`config.mk`:
```
export PLATFORM = sky130hd
export DESIGN_NAME = sa_job_arbiter
export DESIGN_NICKNAME = d
export VERILOG_FILES = /design/src/rtl/sa_ctrl_pkg.sv /design/src/rtl/sa_rr_arb2.sv /design/src/rtl/sa_job_arbiter.sv
export SDC_FILE = /design/constraint.sdc
export NUM_CORES = 1
export LEC_CHECK = 0
export CORE_AREA = 2 2 502 504
export DETAILED_ROUTE_END_ITERATION = 6
export DIE_AREA = 0 0 504 506
export GPL_TIMING_DRIVEN = 1
export MAX_ROUTING_LAYER = met4
export PLACE_DENSITY = 0.32
export SLEW_MARGIN = 0
export SYNTH_ARGS = -nofsm -noshare
export SYNTH_HDL_FRONTEND = slang
export SYNTH_SLANG_ARGS = --single-unit
```
`constraint.sdc`:
```
create_clock -name i_clk -period 21.9 [get_ports i_clk]
set_input_delay 6.57 -clock i_clk [delete_from_list [all_inputs] [get_ports i_clk]]
set_output_delay 6.57 -clock i_clk [all_outputs]
set_load 0.005 [all_outputs]
```
`src/rtl/sa_ctrl_pkg.sv`:
```
`default_nettype none
// +--------------------------------------------------------------------------+
// | Module      : sa_ctrl_pkg                                                |
// | Description : Shared types and constants for the systolic-array job      |
// |               arbiter: FSM state encoding, operand/result matrices.      |
// | Revision    : 1.0 - initial release                                      |
// +--------------------------------------------------------------------------+
package sa_ctrl_pkg;

  // Number of requesters sharing the multiplier.
  localparam int N_REQ   = 2;
  // Matrix edge length (rows == columns).
  localparam int MAT_DIM = 4;

  // Row-major matrices: m[row][col], row 0 / col 0 in the least significant bits.
  typedef logic [MAT_DIM-1:0][MAT_DIM-1:0][7:0]  mat8_t;
  typedef logic [MAT_DIM-1:0][MAT_DIM-1:0][15:0] mat16_t;

  // Arbiter FSM states.
  typedef enum logic [1:0] {
    ST_IDLE   = 2'd0,
    ST_LAUNCH = 2'd1,
    ST_WAIT   = 2'd2,
    ST_RESP   = 2'd3
  } state_t;

  // Requester id to one-hot valid vector.
  function automatic logic [N_REQ-1:0] id_to_onehot(input logic id);
    return id ? 2'b10 : 2'b01;
  endfunction

endpackage : sa_ctrl_pkg
`default_nettype wire

```
`src/rtl/sa_rr_arb2.sv`:
```
`default_nettype none
// +--------------------------------------------------------------------------+
// | Module      : sa_rr_arb2                                                 |
// | Description : Two-way round-robin grant. The pointer names the favoured  |
// |               requester; it wins a tie, otherwise the sole requester     |
// |               wins. Purely combinational, grant is one-hot or zero.      |
// | Revision    : 1.0 - initial release                                      |
// +--------------------------------------------------------------------------+
module sa_rr_arb2
  import sa_ctrl_pkg::*;
(
  input  logic [N_REQ-1:0] i_valid,
  input  logic             i_ptr,
  output logic [N_REQ-1:0] o_grant
);

  logic w_other;

  assign w_other = ~i_ptr;

  // Favoured requester first, then the other one.
  always_comb begin
    o_grant = '0;
    if (i_valid[i_ptr]) begin
      o_grant[i_ptr] = 1'b1;
    end else if (i_valid[w_other]) begin
      o_grant[w_other] = 1'b1;
    end
  end

endmodule : sa_rr_arb2
`default_nettype wire

```
`src/rtl/sa_job_arbiter.sv`:
```
`default_nettype none
// +--------------------------------------------------------------------------+
// | Module      : sa_job_arbiter                                             |
// | Description : Shares one 4x4 matrix multiplier between two requesters.   |
// |               Round-robin accept, single-cycle launch, capture of the    |
// |               first result strobe while waiting, then a held response    |
// |               to the granted requester until it is consumed.             |
// |               Optional watchdog abort enabled by the macro               |
// |               SA_JOB_ARBITER_TIMEOUT_EN.                                 |
// | Revision    : 1.0 - initial release                                      |
// +--------------------------------------------------------------------------+
module sa_job_arbiter
  import sa_ctrl_pkg::*;
#(
  parameter int TIMEOUT_CYCLES = 32
)
(
  input  logic               i_clk,
  input  logic               i_arst,
  // requester side
  input  logic   [N_REQ-1:0] i_req_valid,
  output logic   [N_REQ-1:0] o_req_ready,
  input  mat8_t  [N_REQ-1:0] i_req_a,
  input  mat8_t  [N_REQ-1:0] i_req_b,
  output logic   [N_REQ-1:0] o_resp_valid,
  input  logic   [N_REQ-1:0] i_resp_ready,
  output mat16_t             o_resp_c,
  output logic               o_resp_err,
  // multiplier side
  output mat8_t              o_mm_a,
  output mat8_t              o_mm_b,
  output logic               o_mm_valid_input,
  input  mat16_t             i_mm_c,
  input  logic               i_mm_valid_result,
  // status
  output logic               o_busy
);

  // Reject out-of-range watchdog settings at elaboration.
  generate
    if (TIMEOUT_CYCLES < 12 || TIMEOUT_CYCLES > 255) begin : g_bad_timeout
      $error("sa_job_arbiter: TIMEOUT_CYCLES must be within 12..255");
    end
  endgenerate

  state_t            r_state;
  logic              r_ptr;
  logic              r_id;
  logic  [N_REQ-1:0] r_resp_valid;
  mat16_t            r_resp_c;
  mat8_t             r_mm_a;
  mat8_t             r_mm_b;
  logic              r_mm_valid;
  logic              r_busy;

  logic  [N_REQ-1:0] w_grant;
  logic              w_idle;
  logic              w_accept;
  logic              w_gid;
  logic              w_wd_expire;

  sa_rr_arb2 u_rr_arb2 (
    .i_valid (i_req_valid),
    .i_ptr   (r_ptr),
    .o_grant (w_grant)
  );

  assign w_idle   = (r_state == ST_IDLE);
  assign w_accept = w_idle && (w_grant != '0);
  // Grant is one-hot, so the upper bit is the granted id.
  assign w_gid    = w_grant[1];

  // Ready is only offered in IDLE, so a request can never be taken on the
  // same cycle as a response handshake.
  assign o_req_ready      = w_idle ? w_grant : '0;
  assign o_resp_valid     = r_resp_valid;
  assign o_resp_c         = r_resp_c;
  assign o_mm_a           = r_mm_a;
  assign o_mm_b           = r_mm_b;
  assign o_mm_valid_input = r_mm_valid;
  assign o_busy           = r_busy;

`ifdef SA_JOB_ARBITER_TIMEOUT_EN
  localparam logic [7:0] c_wd_last = 8'(TIMEOUT_CYCLES - 1);

  logic [7:0] r_wd_cnt;
  logic       r_resp_err;

  // Count consecutive WAIT cycles; cleared in every other state.
  always_ff @(posedge i_clk or posedge i_arst) begin
    if (i_arst) begin
      r_wd_cnt <= '0;
    end else if (r_state == ST_WAIT) begin
      r_wd_cnt <= r_wd_cnt + 8'd1;
    end else begin
      r_wd_cnt <= '0;
    end
  end

  // The last permitted WAIT cycle; a strobe in that same cycle still wins.
  assign w_wd_expire = (r_wd_cnt == c_wd_last);
  assign o_resp_err  = r_resp_err;
`else
  assign w_wd_expire = 1'b0;
  assign o_resp_err  = 1'b0;
`endif

  // Job sequencing FSM with registered outputs.
  always_ff @(posedge i_clk or posedge i_arst) begin
    if (i_arst) begin
      r_state      <= ST_IDLE;
      r_ptr        <= 1'b0;
      r_id         <= 1'b0;
      r_resp_valid <= '0;
      r_resp_c     <= '0;
      r_mm_a       <= '0;
      r_mm_b       <= '0;
      r_mm_valid   <= 1'b0;
      r_busy       <= 1'b0;
`ifdef SA_JOB_ARBITER_TIMEOUT_EN
      r_resp_err   <= 1'b0;
`endif
    end else begin
      // Launch is a one-cycle pulse unless re-armed below.
      r_mm_valid <= 1'b0;
      case (r_state)
        ST_IDLE: begin
          if (w_accept) begin
            r_id       <= w_gid;
            r_ptr      <= ~w_gid;
            r_mm_a     <= i_req_a[w_gid];
            r_mm_b     <= i_req_b[w_gid];
            r_mm_valid <= 1'b1;
            r_busy     <= 1'b1;
            r_state    <= ST_LAUNCH;
          end
        end
        ST_LAUNCH: begin
          // Result strobes here are stale wrap-around pulses; ignore them.
          r_state <= ST_WAIT;
        end
        ST_WAIT: begin
          if (i_mm_valid_result) begin
            r_resp_c     <= i_mm_c;
            r_resp_valid <= id_to_onehot(r_id);
            r_state      <= ST_RESP;
`ifdef SA_JOB_ARBITER_TIMEOUT_EN
            r_resp_err   <= 1'b0;
`endif
          end else if (w_wd_expire) begin
            r_resp_c     <= '0;
            r_resp_valid <= id_to_onehot(r_id);
            r_state      <= ST_RESP;
`ifdef SA_JOB_ARBITER_TIMEOUT_EN
            r_resp_err   <= 1'b1;
`endif
          end
        end
        ST_RESP: begin
          // Only the owner of the job may consume the result.
          if (i_resp_ready[r_id]) begin
            r_resp_valid <= '0;
            r_busy       <= 1'b0;
            r_state      <= ST_IDLE;
          end
        end
        default: begin
          r_resp_valid <= '0;
          r_busy       <= 1'b0;
          r_state      <= ST_IDLE;
        end
      endcase
    end
  end

endmodule : sa_job_arbiter
`default_nettype wire

```
Yosys cells after proc, flatten, opt, wreduce, memory -nomap -nowiden. Cells that the tools add are included. Widths: inputs -> output; s select.

$lt $le $gt $ge: 6. Equality and inequality tests: 6. Mux-type cells: 29. Bitwise logic cells: 2. Reductions and logical operators: 12.

Operators with widths (number): $mux 128 (4); $mux 2 (8); $mux 1 (12); $reduce_and 3->1 (3); $lt 1x2->1 const B (4); $pmux 2 s4 (1); $reduce_bool 2->1 (3); $eq 2x2->1 const B (2); $ne 2x2->1 const B (2); $pmux 2 s2 (1); $reduce_and 2->1 (2); $logic_and 1x1->1 (3); $demux 1 s1 (2); $eq 2x1->1 const B (1); $ge 1x1->1 const B (2); $logic_not 2->1 (1); $ne 2x1->1 const B (1); $not 1->1 (2); $pmux 1 s2 (1).

Flip-flop bits (word level): 520. Bits of input ports: 775. Output and inout bits: 519. Word-level logic and storage cells: 109.

Longest topological paths before layout.
Depth in word-level cells: 11. Gate-level depth with buffers: 8.

Cells and area by module. Synthesis repeated with hierarchy kept, for this count alone.

Cells, all modules: 1700. Area, all modules: 21848.5 um^2.

By module, submodules not included: sa_job_arbiter (times used 1, cells each 1697, area an instance 21829.7 um^2, sequential area each 13012.5 um^2); sa_rr_arb2 (times used 1, cells each 3, area an instance 18.8 um^2, sequential area each 0.0 um^2).

Least setup slack after synthesis. Ideal clock, no wire load.

Kind: input to output. Start point: input i_req_valid[1]. End point: output o_req_ready[1]. Arrival time: 7.286 ns. Required time: 15.330 ns. Slack: 8.044 ns. Stages on the path: 4. Buffers on the path: 3. Path through: buf_2 -> and3_1 -> clkbuf_1 -> clkbuf_1.

Longest elaborated chain between the ends: 5. Elaborated cells on any way between the ends: 7. Classes of those cells: 7 x mux.

RTL lines: start, declared (line sa_job_arbiter.sv:21) `input logic [N_REQ-1:0] i_req_valid,`; $mux 1 (implied by the code) (2 in series) (line sa_rr_arb2.sv:26) `end else if (i_valid[w_other]) begin`; $mux 2 (line sa_rr_arb2.sv:26); $mux 2 * (line sa_rr_arb2.sv:24) `if (i_valid[i_ptr]) begin`; $mux 2 * (line sa_job_arbiter.sv:75) `assign o_req_ready = w_idle ? w_grant : '0;`; end, declared (line sa_job_arbiter.sv:22) `output logic [N_REQ-1:0] o_req_ready,`.

Every way passes the cells marked *; elsewhere a longest branch is shown, timed or not. The select of a mux whose other input is x is not followed.

Final worst setup path.
Start point: input i_req_valid[0]. End point: output o_req_ready[0].

Same word-level chain as after synthesis.

==> summary.txt <==
Clocking
  • Htree depth: 3
  • Clk buf depth: 3
  • Clock-pin slew on the worst setup and hold paths: 50 ps
  • Hold_buf cts: 0
  • Clock Tree Root: clkbuf_16
  • TritonCTS Buffers: 79
  • TritonCTS clock tree: built
  • Setup Fix Bufs, Post-CTS: 0
  • Worst-Skew Late Latency: 730 ps
  • Clock sink count: 520
  • Resized Gates After CTS: 0

Synth
  • Synth Net Count: 2,604
  • Post-synth top flop: dfrtp_1
  • Distinct cell type count after synthesis: 29
  • EDFF count, synth: 0
  • Ys Warns: 0
  • Synth Area in Simple Gates: 0.05887
  • Sequential area share after synthesis: 0.6002
  • Mapped Avg Cell Area: 11.88 µm²
  • Post-synth ARST share: 1.000
  • Syn Std Cell Area: 0.02168 mm²
  • Yosys top cell area share: 0.6002
  • Largest family of logic cells by synthesized area: compound AO/OA/AOI/OAI gates
  • Gate Count Post-Synth: 1,825
  • Xor and xnor area share after synthesis: 0
  • Mux cell area share after synthesis: 0.1340
  • Post-Synth Adder-Cell Area: 0.002309
  • #FFs+latches synth: 520
  • Top cells by area, synth: dfrtp_1 (60%), mux2_2 (13%), a31oi_1 (4.7%), a221o_1 (4.2%), a21oi_1 (3.8%)
  • Synth area leader: dfrtp_1
  • Compound-cell area share of the yosys netlist: 0.1690

Place
  • Routability Congestion: 0.8827
  • DP HPWL: 155.7 mm
  • Port Buffer Count: 1,292

Routing
  • Routed WL: 191.1 mm
  • DR WL/cell: 29.36 µm
  • Antenna viol nets, final: 0
  • Via count: 21.18k
  • Initial DRC count: 1,193
  • Drt pass-1 iters: 5
  • Vias per cell: 3.254
  • DRC viols: 0

Floorplanning
  • Core area: 0.2500 mm²
  • Row cnt: 184
  • Die X: 504 µm
  • Total die area: 0.2550 mm²
  • Ports: 1,294
  • Starting density of the core: 0.08671
  • Chip height: 506 µm

Power and ir drop
  • Worst VDD drop: 51.12 µV
  • Pwr per Cell Area: 145.1 mW/mm²
  • Pleak: 0.01539 µW

Final layout
  • Area delta synth->final: 89.73%
  • # nets final: 3,840
  • Most common cell after layout, fill and taps aside: clkdlybuf4s50_1
  • Layout cell share with drive strength beyond 1: 0.1343
  • Most frequent cells in the layout: clkdlybuf4s50_1 (1,291), dfrtp_1 (520), mux2_2 (257)

Status
  • Status: finished clean

Timing
  • Fin crit period: 15,820 ps
  • Crit share post-route: 0.7225
  • Clock skew: 36.29 ps
  • Setup violations, final: 0
  • Worst-margin pin slew: 1078 ps
  • Setup TNS: 0 ps
  • Fmax achieved: 63.20 MHz
  • Slew HR: 0.2797
  • RSZ-0062 raised after global routing: no
  • Hold slack: 499.1 ps
  • Max-slew violations: 0
  • Final hold vios: 0

GRT
  • Global routing usage on met1: 0.1726
  • Total Routing Usage GR: 0.1495
  • Met3 usage: 0.08984
  • GR peak layer: met2
  • Initial antenna violation count: 91
  • Largest net degree at the start of global routing: 129
  • GRT overflow: 0
  • First-pass GRT wire length: 243.6 mm
  • Vias in the first global route: 22.17k
  • Met2 usage: 0.2195

Worst setup path
  • CP Launch Type: primary input
  • CP max FO: 12
  • Worst setup EP type: primary output
  • Cell family with most CP delay: buffers and inverters
  • R2r startpoint: r_state[0]
  • Worst path slowest cell: clkdlybuf4s50_1
  • CP peak stage delay: 950 ps
  • CP Launch Point: i_req_valid[0]
  • Worst EP arrival: 9250 ps
  • CP cell instances: clkdlybuf4s50_1 -> nand2_1 -> a21oi_4 -> buf_4 -> clkdlybuf4s50_1
  • CP dominant cell by count: clkdlybuf4s50_1
  • Worst Path Buf+Inv: 3
  • Required time worst endpoint: 15,330 ps
  • Class of the most critical setup path: primary input to primary output

Worst hold path
  • Worst Hold Launch: o_busy
  • Min-delay worst type: flop to flop

Run
  • Max-cap violations: 0
-- per-layer routing --
layer	routed length, µm	up-vias
li1	-	9183
met1	78960	10670
met2	82130	1111
met3	25940	211
met4	4056	0
met5	0	-
-- metrics by stage --
stage / std cells / setup slack (ps) / power (µW) / util / area (µm²)
2_1_floorplan: 1825 / 803.3 / 2618 / - / 21680
3_3_place_gp: 6328 / 5739 / 4735 / 0.1535 / 38390
3_5_place_dp: 6328 / 5753 / 4729 / 0.1535 / 38390
4_1_cts: 6468 / 5742 / 6150 / 0.1641 / 41030
5_1_grt: 6501 / 5812 / 6371 / 0.1645 / 41120
6_report: 6508 / 6078 / 5970 / 0.1645 / 41130
-- final timing paths --
path / end / cells after the start / slack (ps)
min in group asynchronous: o_resp_c[97] / 2 / 6350
worst max-delay path: o_req_ready[0] / 5 / 6080
max in group asynchronous: o_mm_b[29] / 4 / 13260
worst max register to register: o_mm_b[111] / 8 / 17890
worst min register to register: o_busy / 2 / 500
worst min-delay path: o_busy / 2 / 500
-- flip-flops by register name, indices dropped and copies added (netlist names) --
register,cells
o_busy,1
o_mm_a,128
o_mm_b,128
o_mm_valid_input,1
o_resp_c,256
o_resp_valid,2
r_id,1
r_ptr,1
r_state,2
-- cell usage after synthesis, types with 2 or more instances --
cell and number:
a21oi_1 166, a221o_1 92, a31oi_1 164, and2_1 92, buf_1 6, buf_2 51
buf_4 2, buf_6 5, clkbuf_1 105, dfrtp_1 520, ha_1 4, inv_1 7
mux2_2 257, nand2_1 2, nand3_1 4, nand4b_1 2, nor2_1 166, nor2b_1 2
o21ai_0 166, o21bai_1 2, o31ai_1 2
-- logic make-up after synthesis --
logic type,Yosys count
AOI/OAI and AO/OA,595
DFF,520
and+or+nand+nor,271
muxes,258
buffers and inverters,176
adders and majority gates,4
other,1
-- report_power, final --
group | leakage [µW] | internal (µW) | total [µW] | switching [µW]
clock | 0.00129 | 776 | 1340 | 561
sequential | 0.00609 | 1450 | 1780 | 325
combinational | 0.00801 | 1420 | 2860 | 1440
total | 0.0154 | 3640 | 5970 | 2330
-- area by class of cell --
type | count | area (µm²)
diodes | 40 | 100.1
clock buffers | 115 | 2283
clock inverters | 25 | 361.6
fillers | 28110 | 208900
inverters | 7 | 43.79
multi-input cells | 1129 | 7944
flip-flops and latches | 520 | 13010
well taps | 3348 | 4189
repair buffers | 1324 | 13200
-- worst reg2reg max path, cell delays in order (launching register included) --
cell     delay [ps]
dfrtp_1         380
inv_1            90
ha_1            350
o21ai_4         240
buf_4           710
buf_4           900
buf_4           840
and2_1          320
a221o_1         100
Note: power is estimated with default switching activity, not from simulation.
